<file path="src/rtl/echo_msg_pkg.sv">
// Shared definitions for the echo request message path: header layout,
// message size and the beat-assembler state encoding.
package echo_msg_pkg;

  localparam int BEAT_W             = 32;
  localparam int HDR_LEN_LSB        = 16;
  localparam int HDR_LEN_W          = 16;
  localparam int HDR_METH_LSB       = 0;
  localparam int HDR_METH_W         = 16;
  localparam int MSG_WORDS_ECHO_SAY = 3;

  typedef enum logic [1:0] {
    HDR     = 2'd0,
    COLLECT = 2'd1,
    DISCARD = 2'd2
  } asm_state_e;

endpackage

</file>
<file path="src/rtl/echo_msg_out_buf.sv">
// Single-entry holding register between the beat assembler and the
// deserializer; a new message may load in the same cycle the old one drains.
module echo_msg_out_buf #(
  parameter int DATA_W = 96
) (
  input  logic              i_clk,
  input  logic              i_rst_n,
  input  logic              i_load,
  input  logic [DATA_W-1:0] i_data,
  input  logic              i_rdy,
  output logic              o_valid,
  output logic [DATA_W-1:0] o_data
);

  logic              r_valid;
  logic [DATA_W-1:0] r_data;

  // Loading wins over draining so a completing message never sees a bubble.
  always_ff @(posedge i_clk or negedge i_rst_n) begin
    if (!i_rst_n) begin
      r_valid <= 1'b0;
      r_data  <= '0;
    end else if (i_load) begin
      r_valid <= 1'b1;
      r_data  <= i_data;
    end else if (r_valid && i_rdy) begin
      r_valid <= 1'b0;
    end
  end

  assign o_valid = r_valid;
  assign o_data  = r_data;

endmodule

</file>
<file path="src/rtl/echo_request_beat_assembler.sv">
// Collects 32-bit host beats into 3-beat echo request messages, drops and
// counts malformed messages, and hands finished messages to the deserializer.
//
//   state   | meaning
//   HDR     | waiting for a header beat
//   COLLECT | storing body beats of a well-formed message
//   DISCARD | dropping remaining beats of a malformed message
module echo_request_beat_assembler
  import echo_msg_pkg::*;
#(
  parameter int MSG_WORDS = MSG_WORDS_ECHO_SAY,
  parameter int ERR_W     = 16
) (
  input  logic                        CLK,
  input  logic                        nRST,
  input  logic                        beat__ENA,
  input  logic [BEAT_W-1:0]           beat_v,
  output logic                        beat__RDY,
  output logic                        enq__ENA,
  output logic [MSG_WORDS*BEAT_W-1:0] enq_v,
  input  logic                        enq__RDY,
  output logic [ERR_W-1:0]            err_count
);

  localparam int IDX_W = $clog2(MSG_WORDS);
  localparam int MSG_W = MSG_WORDS * BEAT_W;
  localparam logic [IDX_W-1:0] IDX_LAST = IDX_W'(MSG_WORDS - 1);

  asm_state_e            r_state, w_state_nxt;
  logic [IDX_W-1:0]      r_idx, w_idx_nxt;
  logic [HDR_LEN_W-1:0]  r_rem, w_rem_nxt;
  logic [BEAT_W-1:0]     r_asm [MSG_WORDS-1];
  logic [ERR_W-1:0]      r_err_count;

  logic                  w_xfer;
  logic                  w_last;
  logic                  w_asm_we;
  logic                  w_err_inc;
  logic                  w_load;
  logic                  w_out_valid;
  logic [HDR_LEN_W-1:0]  w_len;
  logic [MSG_W-1:0]      w_msg;

  assign w_len  = beat_v[HDR_LEN_LSB +: HDR_LEN_W];
  assign w_last = (r_state == COLLECT) && (r_idx == IDX_LAST);
  // Only the completing beat waits, and it is released combinationally
  // the cycle the held message drains.
  assign beat__RDY = !(w_last && w_out_valid && !enq__RDY);
  assign w_xfer    = beat__ENA && beat__RDY;

  always_comb begin
    w_state_nxt = r_state;
    w_idx_nxt   = r_idx;
    w_rem_nxt   = r_rem;
    w_asm_we    = 1'b0;
    w_err_inc   = 1'b0;
    w_load      = 1'b0;
    case (r_state)
      HDR: begin
        if (w_xfer) begin
          if (w_len == HDR_LEN_W'(MSG_WORDS)) begin
            w_asm_we    = 1'b1;
            w_idx_nxt   = IDX_W'(1);
            w_state_nxt = COLLECT;
          end else if (w_len <= HDR_LEN_W'(1)) begin
            w_err_inc = 1'b1;
          end else begin
            w_err_inc   = 1'b1;
            w_rem_nxt   = w_len - HDR_LEN_W'(2);
            w_state_nxt = DISCARD;
          end
        end
      end
      COLLECT: begin
        if (w_xfer) begin
          if (r_idx == IDX_LAST) begin
            w_load      = 1'b1;
            w_idx_nxt   = '0;
            w_state_nxt = HDR;
          end else begin
            w_asm_we  = 1'b1;
            w_idx_nxt = r_idx + IDX_W'(1);
          end
        end
      end
      DISCARD: begin
        if (w_xfer) begin
          if (r_rem == '0) begin
            w_state_nxt = HDR;
          end else begin
            w_rem_nxt = r_rem - HDR_LEN_W'(1);
          end
        end
      end
      default: begin
        w_state_nxt = HDR;
        w_idx_nxt   = '0;
      end
    endcase
  end

  always_ff @(posedge CLK or negedge nRST) begin
    if (!nRST) begin
      r_state     <= HDR;
      r_idx       <= '0;
      r_rem       <= '0;
      r_err_count <= '0;
    end else begin
      r_state <= w_state_nxt;
      r_idx   <= w_idx_nxt;
      r_rem   <= w_rem_nxt;
      if (w_err_inc && (r_err_count != '1)) begin
        r_err_count <= r_err_count + ERR_W'(1);
      end
    end
  end

  always_ff @(posedge CLK or negedge nRST) begin
    if (!nRST) begin
      for (int i = 0; i < MSG_WORDS - 1; i++) begin
        r_asm[i] <= '0;
      end
    end else begin
      for (int i = 0; i < MSG_WORDS - 1; i++) begin
        if (w_asm_we && (r_idx == IDX_W'(i))) begin
          r_asm[i] <= beat_v;
        end
      end
    end
  end

  // The completing beat bypasses the assembly array straight into the buffer.
  always_comb begin
    w_msg = '0;
    for (int i = 0; i < MSG_WORDS - 1; i++) begin
      w_msg[i*BEAT_W +: BEAT_W] = r_asm[i];
    end
    w_msg[(MSG_WORDS-1)*BEAT_W +: BEAT_W] = beat_v;
  end

  echo_msg_out_buf #(
    .DATA_W (MSG_W)
  ) u_out_buf (
    .i_clk   (CLK),
    .i_rst_n (nRST),
    .i_load  (w_load),
    .i_data  (w_msg),
    .i_rdy   (enq__RDY),
    .o_valid (w_out_valid),
    .o_data  (enq_v)
  );

  assign enq__ENA  = w_out_valid;
  assign err_count = r_err_count;

endmodule

</file>
<file path="config.mk">
export PLATFORM = sky130hd
export DESIGN_NAME = echo_request_beat_assembler
export DESIGN_NICKNAME = d
export VERILOG_FILES = /design/src/rtl/echo_msg_pkg.sv /design/src/rtl/echo_msg_out_buf.sv /design/src/rtl/echo_request_beat_assembler.sv
export SDC_FILE = /design/constraint.sdc
export NUM_CORES = 1
export LEC_CHECK = 0
export CAP_MARGIN = 0
export CORE_MARGIN = 2
export CORE_UTILIZATION = 34
export DETAILED_ROUTE_END_ITERATION = 16
export PLACE_DENSITY = 0.59
export SETUP_SLACK_MARGIN = 0.3
export SLEW_MARGIN = 25
export SYNTH_ARGS = -nofsm -noshare
export SYNTH_HDL_FRONTEND = slang
export SYNTH_SLANG_ARGS = --single-unit
</file>
<file path="constraint.sdc">
create_clock -name CLK -period 8.1 [get_ports CLK]
set_input_delay 1.215 -clock CLK [delete_from_list [all_inputs] [get_ports CLK]]
set_output_delay 1.215 -clock CLK [all_outputs]
set_load 0.05 [all_outputs]
</file>
; After elaboration in Yosys (flattened, before gate mapping)
; Index checks and enable logic that the tools add are counted.
; W data, S select, Z words.
[totals]
register_bits = 197
latch_bits = 0
ram_bits = 0
romBits = 0
input_bits = 36
output_inout_bits = 114
wordCells = 80
memories = 0
[op_classes]
add_sub_neg = 4
n_mul = 0
n_div = 0
n_lt_le_gt_ge = 1
eq_ne = 16
n_shift = 0
mux = 32
bitwise_logic = 1
n_reduce_logical = 18
[ops]
columns = cell, n
row1 = $mux W16, 5
row2 = $pmux W16 S2, 1
row3 = $mux W2, 11
row4 = $add A16 B1 Y16 const B, 1
row5 = $eq A16 B2 Y1 const B, 1
row6 = $le A16 B1 Y1 const B, 1
row7 = $logic_not A16 Y1, 1
row8 = $ne A16 B16 Y1 const B, 1
row9 = $ne A2 B2 Y1 const B, 8
row10 = $sub A16 B1 Y16 const B, 1
row11 = $sub A16 B2 Y16 const B, 1
row12 = $mux W1, 12
row13 = $pmux W2 S3, 2
row14 = $reduce_and A6 Y1, 2
row15 = $logic_and A1 B1 Y1, 8
row16 = $eq A2 B1 Y1 const B, 2
row17 = $eq A2 B2 Y1 const B, 2
row18 = $logic_not A2 Y1, 2
row19 = $reduce_and A4 Y1, 1
row20 = $reduce_bool A2 Y1, 2
row21 = $ne A3 B3 Y1 const B, 1
row22 = $add A2 B1 Y2 const B, 1
row23 = $logic_not A1 Y1, 2
row24 = $ne A2 B1 Y1 const B, 1
row25 = other kinds (2), 2

; Logic depth before layout (Yosys ltp)
[logic_depth]
ltp_word = 9
depth_mapped = 9
mapped_depth_nobuf = 7

; Modules after synthesis
; A second synthesis with hierarchy kept.
[hier_totals]
cells_unflattened = 631
hier_area_um2 = 8649.5
[modules_own_cells]
columns = module, instances, cells_each, area_per_inst_um2, seq_area_each_um2
row1 = echo_request_beat_assembler, 1, 425, 4934.7, 2502.4
row2 = echo_msg_out_buf, 1, 206, 3714.8, 2427.3

; Least setup slack after synthesis
; OpenSTA, ideal clock, no wires.
[synth_timing]
path_kind = input to register
start = input enq__RDY
end = register u_out_buf.r_data[0], in the netlist u_out_buf.o_data[0]
setup_ns = 0.128
arrival_ns = 3.141
t_required_ns = 7.972
slack_ns = 4.832
stages = 7
path_buffers = 2
cell_sequence = nor3b_1 -> nand3_1 -> nand3_1 -> nor3b_1 -> buf_2 -> buf_2 -> mux2_1
[synth_between]
elab_chain_len = 6
[synth_lines]
columns = element, line_no
row1 = "start, declared", echo_request_beat_assembler.sv:21  ; input logic enq__RDY,
row2 = $logic_not A1 Y1, echo_request_beat_assembler.sv:48  ; assign beat__RDY = !(w_last && w_out_valid && !enq__RDY);
row3 = $logic_and A1 B1 Y1, echo_request_beat_assembler.sv:48
row4 = $logic_not A1 Y1, echo_request_beat_assembler.sv:48
row5 = named net beat__RDY, echo_request_beat_assembler.sv:18  ; output logic beat__RDY,
row6 = $logic_and A1 B1 Y1, echo_request_beat_assembler.sv:49  ; assign w_xfer = beat__ENA && beat__RDY;
row7 = $mux W1, echo_request_beat_assembler.sv:75  ; if (w_xfer) begin
row8 = $mux W1, echo_request_beat_assembler.sv:58  ; case (r_state)
row9 = "end signal, assigned", echo_msg_out_buf.sv:25  ; r_data <= i_data;
row10 = "end, declared", echo_msg_out_buf.sv:16  ; logic [DATA_W-1:0] r_data;
; The timed path passes the listed nets, and every way through them passes these cells.
; A chain may end at the register's enable or synchronous reset.

; Worst setup path after layout
[layout_timing]
start = input beat_v[22]
end = register r_asm[48] (netlist bit)
[layout_between]
elab_chain_len = 5
[layout_lines]
columns = element, line_no
row1 = "start, declared", echo_request_beat_assembler.sv:17  ; input logic [BEAT_W-1:0] beat_v,
row2 = $eq A16 B2 Y1, echo_request_beat_assembler.sv:61  ; if (w_len == HDR_LEN_W'(MSG_WORDS)) begin
row3 = $mux W1, echo_request_beat_assembler.sv:61
row4 = $mux W1, echo_request_beat_assembler.sv:60  ; if (w_xfer) begin
row5 = $pmux W1 S2, echo_request_beat_assembler.sv:58
row6 = $logic_and A1 B1 Y1, echo_request_beat_assembler.sv:125  ; if (w_asm_we && (r_idx == IDX_W'(i))) begin
row7 = "end signal, assigned by index", echo_request_beat_assembler.sv:126  ; r_asm[i] <= beat_v;
row8 = "end, declared", echo_request_beat_assembler.sv:32  ; logic [BEAT_W-1:0] r_asm [MSG_WORDS-1];
; Every way passes these cells.

==> results by group <==
Global routing
  – Gr usage total: 15.75%
  – GRT overflow: 0
  – Initial antenna violation count: 0
  – Vias in the first global route: 5761
  – Largest net degree at the start of global routing: 122
  – First-pass GRT wire length: approximately 33000 microns

Setup path
  – R2r setup slk: 5.08 ns
  – Arr. time, crit path: approximately 4.3 ns
  – Capturing point of the worst reg2reg path: r_rem[1]
  – Worst-path maximum fanout: 21
  – Critical Path Sink Type: flop
  – Reg2reg start: r_rem[0]
  – Critical Path RT: 8.40 ns
  – CP Class: in2reg
  – Startpoint types: primary input
  – Worst reg2reg path depth: 7

Pwr
  – Pwr Density: 224.2 mW/mm^2
  – Static Leak: 5.190 nW
  – Max VDD drop: between 0.1 and 0.15 mV

Floorplan
  – Num rows: 57
  – Die ar.: 0.02637 sq mm
  – Core area: 0.02446 sq mm
  – Starting density of the core: approximately a third
  – I/O Pins: 150
  – Die width: roughly 160 microns
  – Die Span Y: 162.4 microns

STA
  – Final Hold Fails: 0
  – Worst slew margin relative to its limit: 36.38%
  – Slew @ Worst Pin: 0.9544 ns
  – Setup violations, final: 0
  – Setup TNS after final layout: 0 ns
  – Final Skew: between 0.01 and 0.015 ns
  – Unrepaired setup endpoints after global routing: false
  – Maximum clock frequency: 248.5 MHz
  – Post-route minimum period: slightly above 4 ns
  – Pins Over Slew Limit: 0
  – Final worst-path cycle share: 49.69%

Synth
  – Sequential area share after synthesis: 57.80%
  – Post-synthesis async set-or-reset flop share: 100.0%
  – EDFF count, synth: 0
  – Synth Instances: 621
  – Distinct cell type count after synthesis: 58
  – #FFs+latches synth: 197
  – Most used DFF post-synth: dfrtp_1
  – Synth Cell Area: 0.008529 sq mm
  – Mean Syn Cell Area: 13.73 sq um
  – Mapped Nets: 660
  – Synth Warn #: 0

Place
  – IO Port Bufs: 149
  – DP Area: 0.01032 sq mm
  – Routability congestion estimate: 0.8435
  – Dpl cells: 1068
  – Detailed Place HPWL: 13680 microns

Clock network
  – Hold Buf Count CTS: 0
  – Deepest clock path buffer count: 2
  – Clock slew at reported path FFs: 0.07 ns
  – H-tree depth: 4
  – CTS tree: built
  – TritonCTS buffer count: 17
  – # resized after CTS: 0
  – CTS root buffer: clkbuf_16
  – Skew-Pair Late Insertion Delay: ~0.43 ns
  – Post-CTS Setup Bufs: 0
  – Clk sinks: approximately 200

Drt
  – DRT antenna net count: 0
  – Drt first pass iters: 5
  – Routed wire length: 20230 microns
  – Wirelength per Cell: 18.39 microns
  – DRT iter0 DRCs: 352
  – Post-DR vias/cell: between 5 and 6
  – DRC: 0
  – Via count: 5614

Hold path
  – Tightest Hold Check Type: reg2reg
  – Hold wc startpoint: r_asm[63]
  – Endpoint of the worst hold path: u_out_buf.o_data[31]
  – Hold path cells: 1

Final layout
  – Share of cells above drive strength 1: between 10% and 20%
  – Ant. Diodes: 0
  – Final nets: 802
  – Fin area: 0.01094 sq mm
  – Most frequent cells in the layout: dfrtp_1 (197), clkdlybuf4s50_1 (148), mux2_1 (131)
  – Final cell count without fillers: 1100
  – Most common cell after layout, fill and taps aside: dfrtp_1
  – Area Overhead vs Synth: 28.30%

Run status
  – Status: complete, no violations

Job
  – Max Cap Viol: 0
==> routing by layer <==
metal	vias up	wire, microns	global-route usage [%]
met5	-	0	0
met4	0	149	3.419
met3	11	1141	3.871
met2	171	9668	25.38
met1	2887	9269	21.67
li1	2545	-	-
==> worst max path at each step <==
| stage | slack, ns | end | startpoint |
|---|---|---|---|
| 2_1_floorplan | 4.83 | u_out_buf.o_data[0] | enq__RDY |
| 6_report | 4.08 | r_asm[48] | beat_v[22] |
| 3_5_place_dp | 3.63 | r_asm[48] | beat_v[22] |
| 5_1_grt | 3.89 | r_asm[48] | beat_v[22] |
| 4_1_cts | 4.08 | r_asm[48] | beat_v[22] |
| 3_3_place_gp | 3.76 | r_asm[42] | beat_v[22] |
==> cells by family (layout without fill, tap and decap cells) <==
logic type	after synthesis	in the layout	synth area share (%)
XOR/XNOR	24	24	2.464
AO/OA/AOI/OAI	65	65	5.589
adder cells (fa/ha/maj)	3	3	0.4401
buffers and inverters	43	198	2.450
AND/OR/NAND/NOR	127	127	8.552
flip-flops	197	197	57.80
multiplexers	162	162	22.71
==> synthesized netlist by cell type, types with 5 or more instances <==
cell	number	area, sq um
a21oi_1	9	45.04
and3_1	6	37.54
buf_2	11	55.05
clkbuf_1	16	60.06
dfrtp_1	197	4930
inv_1	10	37.54
mux2_1	131	1475
mux2_4	30	450.4
nand2_1	11	41.29
nand3_1	19	95.09
nand4_1	13	81.33
nor2_1	20	75.07
nor3_1	14	70.07
nor4_1	8	50.05
o21ai_0	13	65.06
o221ai_1	5	43.79
or3_1	6	37.54
or4_1	7	52.55
xnor2_1	19	166.4
xor2_1	5	43.79
==> critical path, stage by stage <==
cell and delay, ns:
clkdlybuf4s50_1 0.56, or4_1 0.72, nor4_2 0.39, and4_1 0.47, o211ai_4 0.24, buf_4 0.35, mux2_1 0.36
==> final cells by class <==
type	instances	area, sq um
clock buffers	20	446.7
clock inverters	12	166.4
fillers	2191	13520
inverters	10	37.54
multi-input cells	381	3405
flip-flops and latches	197	4930
well taps	324	405.4
repair buffers	156	1553
==> per-stage QoR <==
stage	hold WS [ns]	power [mW]	util, %	setup slack (ns)
after CTS	0.4899	2.481	44.71	4.075
after global placement	0.4673	1.568	42.21	3.757
after floorplan	0.4585	1.427	-	4.832
after global routing	0.5011	2.585	44.73	3.893
after detailed placement	0.4737	1.587	42.21	3.634
final	0.4813	2.454	44.73	4.075
==> flip-flops by register name (all words and copies together) (netlist names) <==
| register | cells |
|---|---|
| u_out_buf.o_data | 96 |
| r_asm | 64 |
| err_count | 16 |
| r_rem | 16 |
| r_idx | 2 |
| r_state | 2 |
| u_out_buf.o_valid | 1 |
==> report_power, final <==
part | internal (mW) | switching [mW]
registers | 1.04 | 0.0814
clock network | 0.502 | 0.378
logic | 0.170 | 0.278
Power figures use the tool's default switching activity.
